## src/rtl/video_sync_gen.sv

```systemverilog
// video_sync_gen -- programmable horizontal/vertical video timing generator.
//
// Two position counters (hcount, vcount) advance on ce. Sixteen timing
// registers exist twice: a shadow set written through wr_* at any time, and
// an active set that drives the counters and windows. The shadow set is
// copied into the active set only at frame end, so a frame always runs with
// one consistent timing set.
//
// Ports
//   clk, rst                 clock, synchronous active-high reset
//   ce                       pixel-advance enable
//   wr_en/wr_addr/wr_data    shadow register write (0..6 horizontal,
//                            7..14 vertical, 15 INT_PIX)
//   hcount, vcount           current position
//   hsync..vpix              window levels
//   line_start, hsync_start,
//   frame_start, int_start   one-clock pulses
//   vga_hsync                doubled-rate hsync for a scandoubler
//   pending                  shadow set differs from active, awaiting frame end
//
// Optional feature: define VIDEO_SYNC_VGA_HSYNC_EN to build the vga_hsync
// doubling logic; otherwise vga_hsync is tied low.
module video_sync_gen #(
    parameter int HW         = 10,
    parameter int VW         = 9,
    parameter int H_TOTAL    = 448,
    parameter int H_BLNK_BEG = 320,
    parameter int H_BLNK_END = 416,
    parameter int H_SYNC_BEG = 336,
    parameter int H_SYNC_END = 368,
    parameter int H_PIX_BEG  = 32,
    parameter int H_PIX_END  = 288,
    parameter int V_TOTAL    = 320,
    parameter int V_BLNK_BEG = 240,
    parameter int V_BLNK_END = 272,
    parameter int V_SYNC_BEG = 248,
    parameter int V_SYNC_END = 252,
    parameter int V_PIX_BEG  = 24,
    parameter int V_PIX_END  = 216,
    parameter int INT_LINE   = 239,
    parameter int INT_PIX    = 318
) (
    input  logic          clk,
    input  logic          rst,
    input  logic          ce,
    input  logic          wr_en,
    input  logic [3:0]    wr_addr,
    input  logic [HW-1:0] wr_data,
    output logic [HW-1:0] hcount,
    output logic [VW-1:0] vcount,
    output logic          hsync,
    output logic          vsync,
    output logic          hblank,
    output logic          vblank,
    output logic          hpix,
    output logic          vpix,
    output logic          line_start,
    output logic          hsync_start,
    output logic          frame_start,
    output logic          int_start,
    output logic          vga_hsync,
    output logic          pending
);

    // Index 0 is the LSB of the concatenation, i.e. the last element listed.
    localparam logic [15:0][HW-1:0] DEFAULTS = {
        HW'(INT_PIX),    HW'(INT_LINE),   HW'(V_PIX_END),  HW'(V_PIX_BEG),
        HW'(V_SYNC_END), HW'(V_SYNC_BEG), HW'(V_BLNK_END), HW'(V_BLNK_BEG),
        HW'(V_TOTAL),    HW'(H_PIX_END),  HW'(H_PIX_BEG),  HW'(H_SYNC_END),
        HW'(H_SYNC_BEG), HW'(H_BLNK_END), HW'(H_BLNK_BEG), HW'(H_TOTAL)
    };

    // BEG<END: plain window; BEG>END: window wraps through 0; BEG==END: empty.
    function automatic logic hwin(input logic [HW-1:0] c, b, e);
        if (b < e)      return (c >= b) && (c < e);
        else if (b > e) return (c >= b) || (c < e);
        else            return 1'b0;
    endfunction

    function automatic logic vwin(input logic [VW-1:0] c, b, e);
        if (b < e)      return (c >= b) && (c < e);
        else if (b > e) return (c >= b) || (c < e);
        else            return 1'b0;
    endfunction

    logic [15:0][HW-1:0] act_q, act_d, shd_q, shd_d;
    logic [HW-1:0]       hcount_q, hcount_d;
    logic [VW-1:0]       vcount_q, vcount_d;
    logic                pending_q, pending_d;
    logic [5:0]          lvl_q, lvl_d;   // {hsync,vsync,hblank,vblank,hpix,vpix}
    logic [3:0]          pls_q, pls_d;   // {line,hsync_start,frame,int}
    logic                h_last, v_last, apply;

    always_comb begin
        // A total of 0 makes TOTAL-1 all ones, i.e. the natural width wrap.
        h_last   = (hcount_q == act_q[0] - HW'(1));
        v_last   = (vcount_q == act_q[7][VW-1:0] - VW'(1));
        apply    = ce && h_last && v_last && pending_q;
        hcount_d = hcount_q;
        vcount_d = vcount_q;
        if (ce) begin
            if (h_last) begin
                hcount_d = '0;
                vcount_d = v_last ? '0 : vcount_q + VW'(1);
            end else begin
                hcount_d = hcount_q + HW'(1);
            end
        end
        // The copy takes the shadow as it stood before this edge's write, so a
        // write on the apply edge waits for the next frame end.
        act_d = apply ? shd_q : act_q;
        shd_d = shd_q;
        if (wr_en) shd_d[wr_addr] = wr_data;
        pending_d = wr_en || (pending_q && !apply);

        // Outputs are computed from next-state values so they line up with
        // the counts registered on the same edge.
        lvl_d = {hwin(hcount_d, act_d[3], act_d[4]),
                 vwin(vcount_d, act_d[10][VW-1:0], act_d[11][VW-1:0]),
                 hwin(hcount_d, act_d[1], act_d[2]),
                 vwin(vcount_d, act_d[8][VW-1:0], act_d[9][VW-1:0]),
                 hwin(hcount_d, act_d[5], act_d[6]),
                 vwin(vcount_d, act_d[12][VW-1:0], act_d[13][VW-1:0])};
        pls_d = {ce && (hcount_d == '0),
                 ce && (hcount_d == act_d[3]),
                 ce && (hcount_d == '0) && (vcount_d == '0),
                 ce && (hcount_d == act_d[15]) && (vcount_d == act_d[14][VW-1:0])};
    end

    always_ff @(posedge clk) begin
        if (rst) begin
            act_q     <= DEFAULTS;
            shd_q     <= DEFAULTS;
            hcount_q  <= '0;
            vcount_q  <= '0;
            pending_q <= 1'b0;
            lvl_q     <= '0;
            pls_q     <= '0;
        end else begin
            act_q     <= act_d;
            shd_q     <= shd_d;
            hcount_q  <= hcount_d;
            vcount_q  <= vcount_d;
            pending_q <= pending_d;
            lvl_q     <= lvl_d;
            pls_q     <= pls_d;
        end
    end

`ifdef VIDEO_SYNC_VGA_HSYNC_EN
    // Second pulse sits half a line after HSYNC_BEG; width is half the sync
    // width. A 0 total stands for 2^HW, hence the extra bit.
    logic [HW:0]   ht_full, p1_sum;
    logic [HW-1:0] p1, vw_w, vrem_q;
    logic          vhit, vga_q;

    always_comb begin
        ht_full = (act_d[0] == '0) ? {1'b1, {HW{1'b0}}} : {1'b0, act_d[0]};
        p1_sum  = {1'b0, act_d[3]} + (ht_full >> 1);
        if (p1_sum >= ht_full) p1_sum = p1_sum - ht_full;
        p1      = p1_sum[HW-1:0];
        vw_w    = (act_d[4] - act_d[3]) >> 1;
        vhit    = (hcount_d == act_d[3]) || (hcount_d == p1);
    end

    always_ff @(posedge clk) begin
        if (rst) begin
            vga_q  <= 1'b0;
            vrem_q <= '0;
        end else if (ce) begin
            if (vhit && vw_w != '0) begin
                vga_q  <= 1'b1;
                vrem_q <= vw_w - HW'(1);
            end else if (vrem_q != '0) begin
                vrem_q <= vrem_q - HW'(1);
            end else begin
                vga_q  <= 1'b0;
            end
        end
    end

    assign vga_hsync = vga_q;
`else
    assign vga_hsync = 1'b0;
`endif

    assign hcount      = hcount_q;
    assign vcount      = vcount_q;
    assign pending     = pending_q;
    assign {hsync, vsync, hblank, vblank, hpix, vpix} = lvl_q;
    assign {line_start, hsync_start, frame_start, int_start} = pls_q;

endmodule

```

## config.mk

```make
export PLATFORM = sky130hd
export DESIGN_NAME = video_sync_gen
export DESIGN_NICKNAME = d
export VERILOG_FILES = /design/src/rtl/video_sync_gen.sv
export SDC_FILE = /design/constraint.sdc
export NUM_CORES = 1
export LEC_CHECK = 0
export ABC_CLOCK_PERIOD_IN_PS = 6300
export CAP_MARGIN = 30
export CORE_UTILIZATION = 35
export DETAILED_ROUTE_END_ITERATION = 10
export PLACE_DENSITY = 0.56
export RECOVER_POWER = 25
export SYNTH_ARGS = -nofsm -noshare
export SYNTH_HDL_FRONTEND = slang
export SYNTH_SLANG_ARGS = --single-unit
```

## constraint.sdc

```tcl
create_clock -name clk -period 6.3 [get_ports clk]
set_input_delay 0.945 -clock clk [delete_from_list [all_inputs] [get_ports clk]]
set_output_delay 0.945 -clock clk [all_outputs]
set_load 0.03 [all_outputs]
```

==> results.sh <==
export IMPL_status="complete, but fails checks"
export IMPL_violated_checks="capacitance limit, slew limit"
export IMPL_worst_slack_ns=0.596
export IMPL_syn_area_um2=17100
export IMPL_die_h_um=223
export IMPL_drcViolationCount=0
export IMPL_dieArea_um2=49700
export IMPL_synth_top_area_cell="dfxtp_1"
export IMPL_totalWireLength_um=47300
export IMPL_grt_setup_unrepaired="false"
export IMPL_worst_setup_path_start_kind="flop"
export IMPL_ys_dominant_reg_cell="dfxtp_1"
export IMPL_grt_overflow_total=0
export IMPL_initial_utilization_pct=35.6
export IMPL_worst_skew_pair_late_latency_ns=0.54
export IMPL_critical_path_top_delay_family="simple AND/OR/NAND/NOR gates"
export IMPL_cp_slowest_cell="or4b_4"
export IMPL_critical_path_top_cell_by_count="a21oi_1"
export IMPL_worstMarginPinSlew_ns=2.67
export IMPL_post_synthesis_cell_type_count=79
export IMPL_crit_path_max_incr_delay_ns=0.51
export IMPL_yosysTopAreaCellShare_pct=39.1
export IMPL_final_max_slew_violation_count=108
export IMPL_setup_worst_path_class="flop to flop"
export IMPL_dpl_hpwl_um=31900
export IMPL_worstSetupEndpointType="flop"
export IMPL_cts_tree="built"
export IMPL_root_buffer_selected_by_cts="clkbuf_16"
export IMPL_syn2layout_area_growth_pct=14.5
export IMPL_clk_pin_slew_worst_paths_ns=0.06
export IMPL_post_cts_hold_buffer_count=0
export IMPL_placement_setup_worst_slack_ns=0.706
export IMPL_die_width_um=223
export IMPL_drv_cap=2
export IMPL_crit_path_max_fanout=102
export IMPL_synthArstFlopShare_pct=0
export IMPL_grtUsageTotal_pct=19.0
export IMPL_worst_path_cell_chain="inv_1, ha_1, or4b_4, or4_4, a2111oi_4, nand4_4, buf_12, buf_4, nor2_1, a21oi_1, ha_1, nor2b_1, o21ai_0, nand2b_1, a21oi_1, nor2b_1, o21ai_0, nand2b_1, a21oi_1, o31ai_1, or3b_1, a21oi_1"
export IMPL_max_freq_mhz=175
export IMPL_cts_path_max_buffers=3
export IMPL_final_hold_viol_count=0
export IMPL_synth_fp_nets=2088
export IMPL_slack_of_the_worst_reg_to_reg_path_ns=0.60
export IMPL_grt_antenna_before_repair=3
export IMPL_grt_pass1_vias=13372
export IMPL_power_density_cell_area_nw_per_um2=234
export IMPL_synthesis_area_per_instance_um2=8.90
export IMPL_via_count=13533
export IMPL_seq_area_frac_synth_pct=39.1
export IMPL_first_pass_grt_wire_length_um=75000
export IMPL_timing_max_slew_rel_slack_pct=-79.3
export IMPL_vdd_ir_drop_worst_mv=0.171
export IMPL_report_power_total_uw=4580
export IMPL_total_leakage_power_uw=0.00915
export IMPL_htree_num_levels=2
export IMPL_post_route_period_util_pct=90.5
export IMPL_yosysWarnings=0
export IMPL_postSynthRegisterBits=334
export IMPL_num_rows=80
export IMPL_final_nets=2124
export IMPL_timing_critical_path_buf_inv=3
export IMPL_ratio_of_cells_with_drive_above_1_in_the_final_layout_pct=6.05
export IMPL_total_number_of_clock_tree_sinks=334
export IMPL_min_path_type="flop to flop"
export IMPL_num_io_pins=49
export IMPL_drt_first_iter_violations=914
export IMPL_fin_setup_tns_ns=0
export IMPL_cts_repair_resize_count=0
export IMPL_post_synth_inst_count=1920
export IMPL_worstPathArrival_ns=6.15
export IMPL_post_drt_via_cell_ratio=5.21
export IMPL_hold_slack_ns=0.456
export IMPL_core_area_um2=47900
export IMPL_antenna_violating_nets_post_route=0
export IMPL_fin_crit_ns=5.70
export IMPL_drt_wirelength_per_cell_um=18.2
export IMPL_number_of_enable_flip_flop_cells_after_synthesis=0
export IMPL_post_synth_main_area_contributors="dfxtp_1 (39%), mux2i_1 (14%), ha_1 (11%), nand2_1 (6.0%), nor2_1 (4.4%)"
export IMPL_postLayoutCoreUtil_pct=40.8
export IMPL_dr_pass1_iters=5
export IMPL_setup_viol_count_final=0
export IMPL_timing_clock_skew_ns=0.0161
export IMPL_cts_setup_buffers=0
export IMPL_crit_required_ns=6.74
export IMPL_cts_made_buffers=38
export IMPL_place_gp_congestion=0.875
export IMPL_grt_start_max_net_pins=103
export IMPL_port_buffers=47
-- path summary, 6_finish.rpt --
kind / from / cells past startpoint / to
setup / recovery: act_q[70] / 22 / lvl_q[1]
setup reg to reg: act_q[70] / 22 / lvl_q[1]
hold reg to reg: shd_q[42] / 2 / shd_q[42]
hold / removal: shd_q[42] / 2 / shd_q[42]
-- worst min-delay path: stages (launching register included) --
cell and delay, ns:
dfxtp_1 0.31, nand2_1 0.05, a21oi_1 0.05
-- cells in the mapped netlist, types with 10 or more instances --
library cell / count
a21o_1: 19
a21oi_1: 99
and2_1: 10
and3_1: 18
clkbuf_1: 74
dfxtp_1: 334
ha_1: 150
inv_1: 79
mux2i_1: 234
nand2_1: 274
nand2b_1: 24
nand3_1: 49
nand4_1: 28
nor2_1: 202
nor2b_1: 21
nor3_1: 29
o21a_1: 13
o21ai_0: 44
xnor2_1: 25
xor2_1: 34
-- cells by family (layout without fill, tap and decap cells) --
logic type / count (synthesis) / in the layout / synth area share [%]
AO/OA/AOI/OAI: 250 / 250 / 9.28
XOR/XNOR: 59 / 59 / 3.02
adder cells (fa/ha/maj): 159 / 159 / 11.5
buffers and inverters: 175 / 237 / 4.18
flip-flops: 334 / 334 / 39.1
multiplexers: 240 / 240 / 14.2
other: 1 / 3 / 0.0219
AND/OR/NAND/NOR: 702 / 702 / 18.6
-- through the flow --
stage | instance area, um2 | cells
3_5_place_dp | 18300 | 2531
6_report | 19600 | 2599
3_3_place_gp | 18200 | 2521
2_1_floorplan | 17100 | 1920
4_1_cts | 19600 | 2597
5_1_grt | 19600 | 2597
-- power breakdown --
| part | switching (uW) | internal (uW) |
|---|---|---|
| Clock | 877 | 1360 |
| Sequential | 13.0 | 2130 |
| Combinational | 140 | 67.2 |
-- placed cells by master, fill, tap and decap left out, types with 18 or more instances in the layout --
cell type        synthesis  layout
nand3_1                 49      49
ha_1                   150     150
xnor2_1                 25      25
xor2_1                  34      34
nand2b_1                24      24
a21oi_1                 99      99
nor3_1                  29      29
nor2b_1                 21      21
dfxtp_1                334     334
nand4_1                 28      28
inv_1                   79      79
o21ai_0                 44      43
nor2_1                 202     202
clkbuf_16                0      41
nand2_1                274     274
clkdlybuf4s50_1          0      36
mux2i_1                234     234
and3_1                  18      18
a21o_1                  19      19
buf_4                    4      27
-- layout make-up --
type,instances,area [um2]
Antenna cell,2,5.00
Sequential cell,334,6690
Inverter,81,305
Multi-Input combinational cell,1411,9710
Fill cell,4700,28400
Timing Repair Buffer,90,833
Clock inverter,8,92.6
Clock buffer,58,1170
Tap cell,615,769
-- routing by layer --
metal	part of all wire [%]	track usage, %	routed length (um)	vias to the layer above
met5	0.087	0	41	-
met4	1.3	3.80	610	6
met3	3.8	2.73	1800	51
met2	45	30.9	21300	226
met1	50	26.7	23600	6543
li1	-	-	-	6707
-- flip-flops by register name, indices dropped and copies added, names as in the netlist --
name     count
act_q      152
shd_q      152
hcount      10
vcount       9
lvl_q        6
pls_q        4
pending      1
Power figures use the tool's default switching activity.
==> variant: new RTL, same flow settings <==
Put a register stage on the output `int_start`. The value now appears one clock later. The other outputs are not delayed to match.
--- a/src/rtl/video_sync_gen.sv
+++ b/src/rtl/video_sync_gen.sv
@@ -72,2 +72,4 @@
 
+    logic int_start_d;
+
     // BEG<END: plain window; BEG>END: window wraps through 0; BEG==END: empty.
@@ -190,3 +192,7 @@
     assign {hsync, vsync, hblank, vblank, hpix, vpix} = lvl_q;
-    assign {line_start, hsync_start, frame_start, int_start} = pls_q;
+    assign {line_start, hsync_start, frame_start, int_start_d} = pls_q;
+
+    always_ff @(posedge clk) begin
+        int_start <= int_start_d;
+    end
 
Formal check against the unedited RTL: same outputs for any inputs over 10 cycles, from zero or initial values and one cycle with rst high; that may be too few to reach the edited logic, so the function may still have changed.
==> variant against the unedited design <==
- setup slack better by 0.071 ns
- maximum frequency up 1.3%
- core utilization up 0.26 points
- final area up 0.63%
- sequential cell count up 1
- via count up 0.67%
- first-iteration DRC count up 11%
- power up 4.2%
- synthesized area up 0.12%
- wire length about the same
- critical path type unchanged
- critical endpoint is now lvl_q[5]
- largest power group unchanged
- highest routed layer unchanged
==> variant: results (changes against the unedited design) <==
metric;value;unit;change
critPathKind;reg2reg;;unchanged
hold_class;reg2reg;;unchanged
reg2reg_slack;0.67;ns;was 0.60 ns
final_nets;2125;;was 2124
holdPathEnd;int_start;;was shd_q[42]
dp_hpwl;32200;um;was 31900 um
post_synth_most_frequent_cells;sky130_fd_sc_hd__dfxtp_1 (335), sky130_fd_sc_hd__nand2_1 (274), sky130_fd_sc_hd__mux2i_1 (234), sky130_fd_sc_hd__nor2_1 (202), sky130_fd_sc_hd__ha_1 (150);;was sky130_fd_sc_hd__dfxtp_1 (334), sky130_fd_sc_hd__nand2_1 (274), sky130_fd_sc_hd__mux2i_1 (234), sky130_fd_sc_hd__nor2_1 (202), sky130_fd_sc_hd__ha_1 (150)
clockBufferCount;59;;was 58
p_seq_frac;0.450;;was 0.467
sequential_cell_area;0.00671;mm^2;was 0.00669 mm^2
post_synth_xor_area_fraction;0.0302;;about the same
numClockSinks;335;;was 334
final_non_filler_cells;2602;;was 2599
hp-start;pls_q[0];;was shd_q[42]
cp-endpoint;lvl_q[5];;was lvl_q[1]
buffer_area_frac;0.0415;;was 0.0426
worstReg2RegEnd;lvl_q[5];;was lvl_q[1]
power.clock.fraction;0.507;;was 0.488
ys_top_cells_by_area;sky130_fd_sc_hd__dfxtp_1 (39%), sky130_fd_sc_hd__mux2i_1 (14%), sky130_fd_sc_hd__ha_1 (11%), sky130_fd_sc_hd__nand2_1 (6.0%), sky130_fd_sc_hd__nor2_1 (4.4%);;unchanged
r2r.worst_path.cells;17;;was 22
grt_pass1_wl;75500;um;was 75000 um
compound_gate_portion_of_the_synthesized_area;0.0927;;was 0.0928
ir_worst_vdd;0.149;mV;was 0.171 mV
rr_startpoint;act_q[70];;unchanged
grt_pass1_vias;13300;;was 13.4k
final_weighted_congestion_in_routability_driven_placement;0.868;;was 0.875
static-leakage-power;9.21;nW;was 9.15 nW
hold-worst-slack;0.329;ns;was 0.456 ns
preCtsSetupSlack;0.725;ns;was 0.706 ns
synthesis.area_per_instance;8.91;um^2;was 8.90 um^2
clkSlewWorstSetupHoldPaths;0.06;ns;about the same
via_per_inst;5.24;;was 5.21
groute.usage.overall;0.193;;was 0.190
cap_violations;0;;was 2
detailedRoute.firstIterationViolations;1019;;was 914
synth.yosys.seq_area_share;0.392;;was 0.391
relSlewSlack;0.317;;was -0.793
post_synth_fa_ha_maj_area_fraction;0.115;;about the same
placed_cells;2532;;was 2531
layout.clock.cell_area_share;0.0704;;was 0.0645
share_of_final_layout_standard_cells_stronger_than_drive_strength_1;0.0639;;was 0.0605
setup_skew;0.0183;ns;was 0.0161 ns
cp_data_arrival_time;6.06;ns;was 6.15 ns
area_growth;15.1;%;was 14.5%
outcome;complete, no violations;;was finished, violations left
period_needed;5.63;ns;was 5.70 ns
synth.area.mux_share;0.142;;about the same
path_max_fanout;64;;was 102
route.final.wire_length;47300;um;about the same
power.net_switching;1.05;mW;was 1.03 mW
num_antenna_cells;0;;was 2
min_delay_path_depth;0;;was 2
-- variant: cell types whose count changed after synthesis, sizes merged --
cell   unedited run  this run
dfxtp           334       335
-- variant: worst max-delay path, stage by stage, from the launching register on --
cell                        delay (ns)
sky130_fd_sc_hd__dfxtp_1          0.36
sky130_fd_sc_hd__inv_1            0.08
sky130_fd_sc_hd__ha_1             0.27
sky130_fd_sc_hd__or4b_4           0.51
sky130_fd_sc_hd__or4_4            0.51
sky130_fd_sc_hd__a2111oi_4        0.48
sky130_fd_sc_hd__nand4_4          0.17
sky130_fd_sc_hd__buf_12           0.26
sky130_fd_sc_hd__buf_4            0.50
sky130_fd_sc_hd__mux2i_1          0.37
sky130_fd_sc_hd__ha_1             0.30
sky130_fd_sc_hd__a21oi_1          0.15
sky130_fd_sc_hd__nor2b_1          0.05
sky130_fd_sc_hd__o21ai_0          0.15
sky130_fd_sc_hd__nand2b_1         0.08
sky130_fd_sc_hd__a2111oi_0        0.64
sky130_fd_sc_hd__nor4_1           0.12
sky130_fd_sc_hd__or3_1            0.40
-- variant: logic make-up (layout without fill, tap and decap cells) --
family	count (synthesis)	count (layout)
adders and majority gates	159	159
and+or+nand+nor	702	702
xor gates and xnor gates	59	59
muxes	240	240
AOI/OAI and AO/OA	250	250
DFF	335	335
other	1	1
buffers and inverters	175	241
-- variant: metal layers --
metal / wire, um / up-vias / global-route usage
met5: 34 / - / 0
met4: 1200 / 6 / 0.0643
met3: 2170 / 87 / 0.0304
met2: 20800 / 289 / 0.306
met1: 23100 / 6527 / 0.265
li1: - / 6714 / -
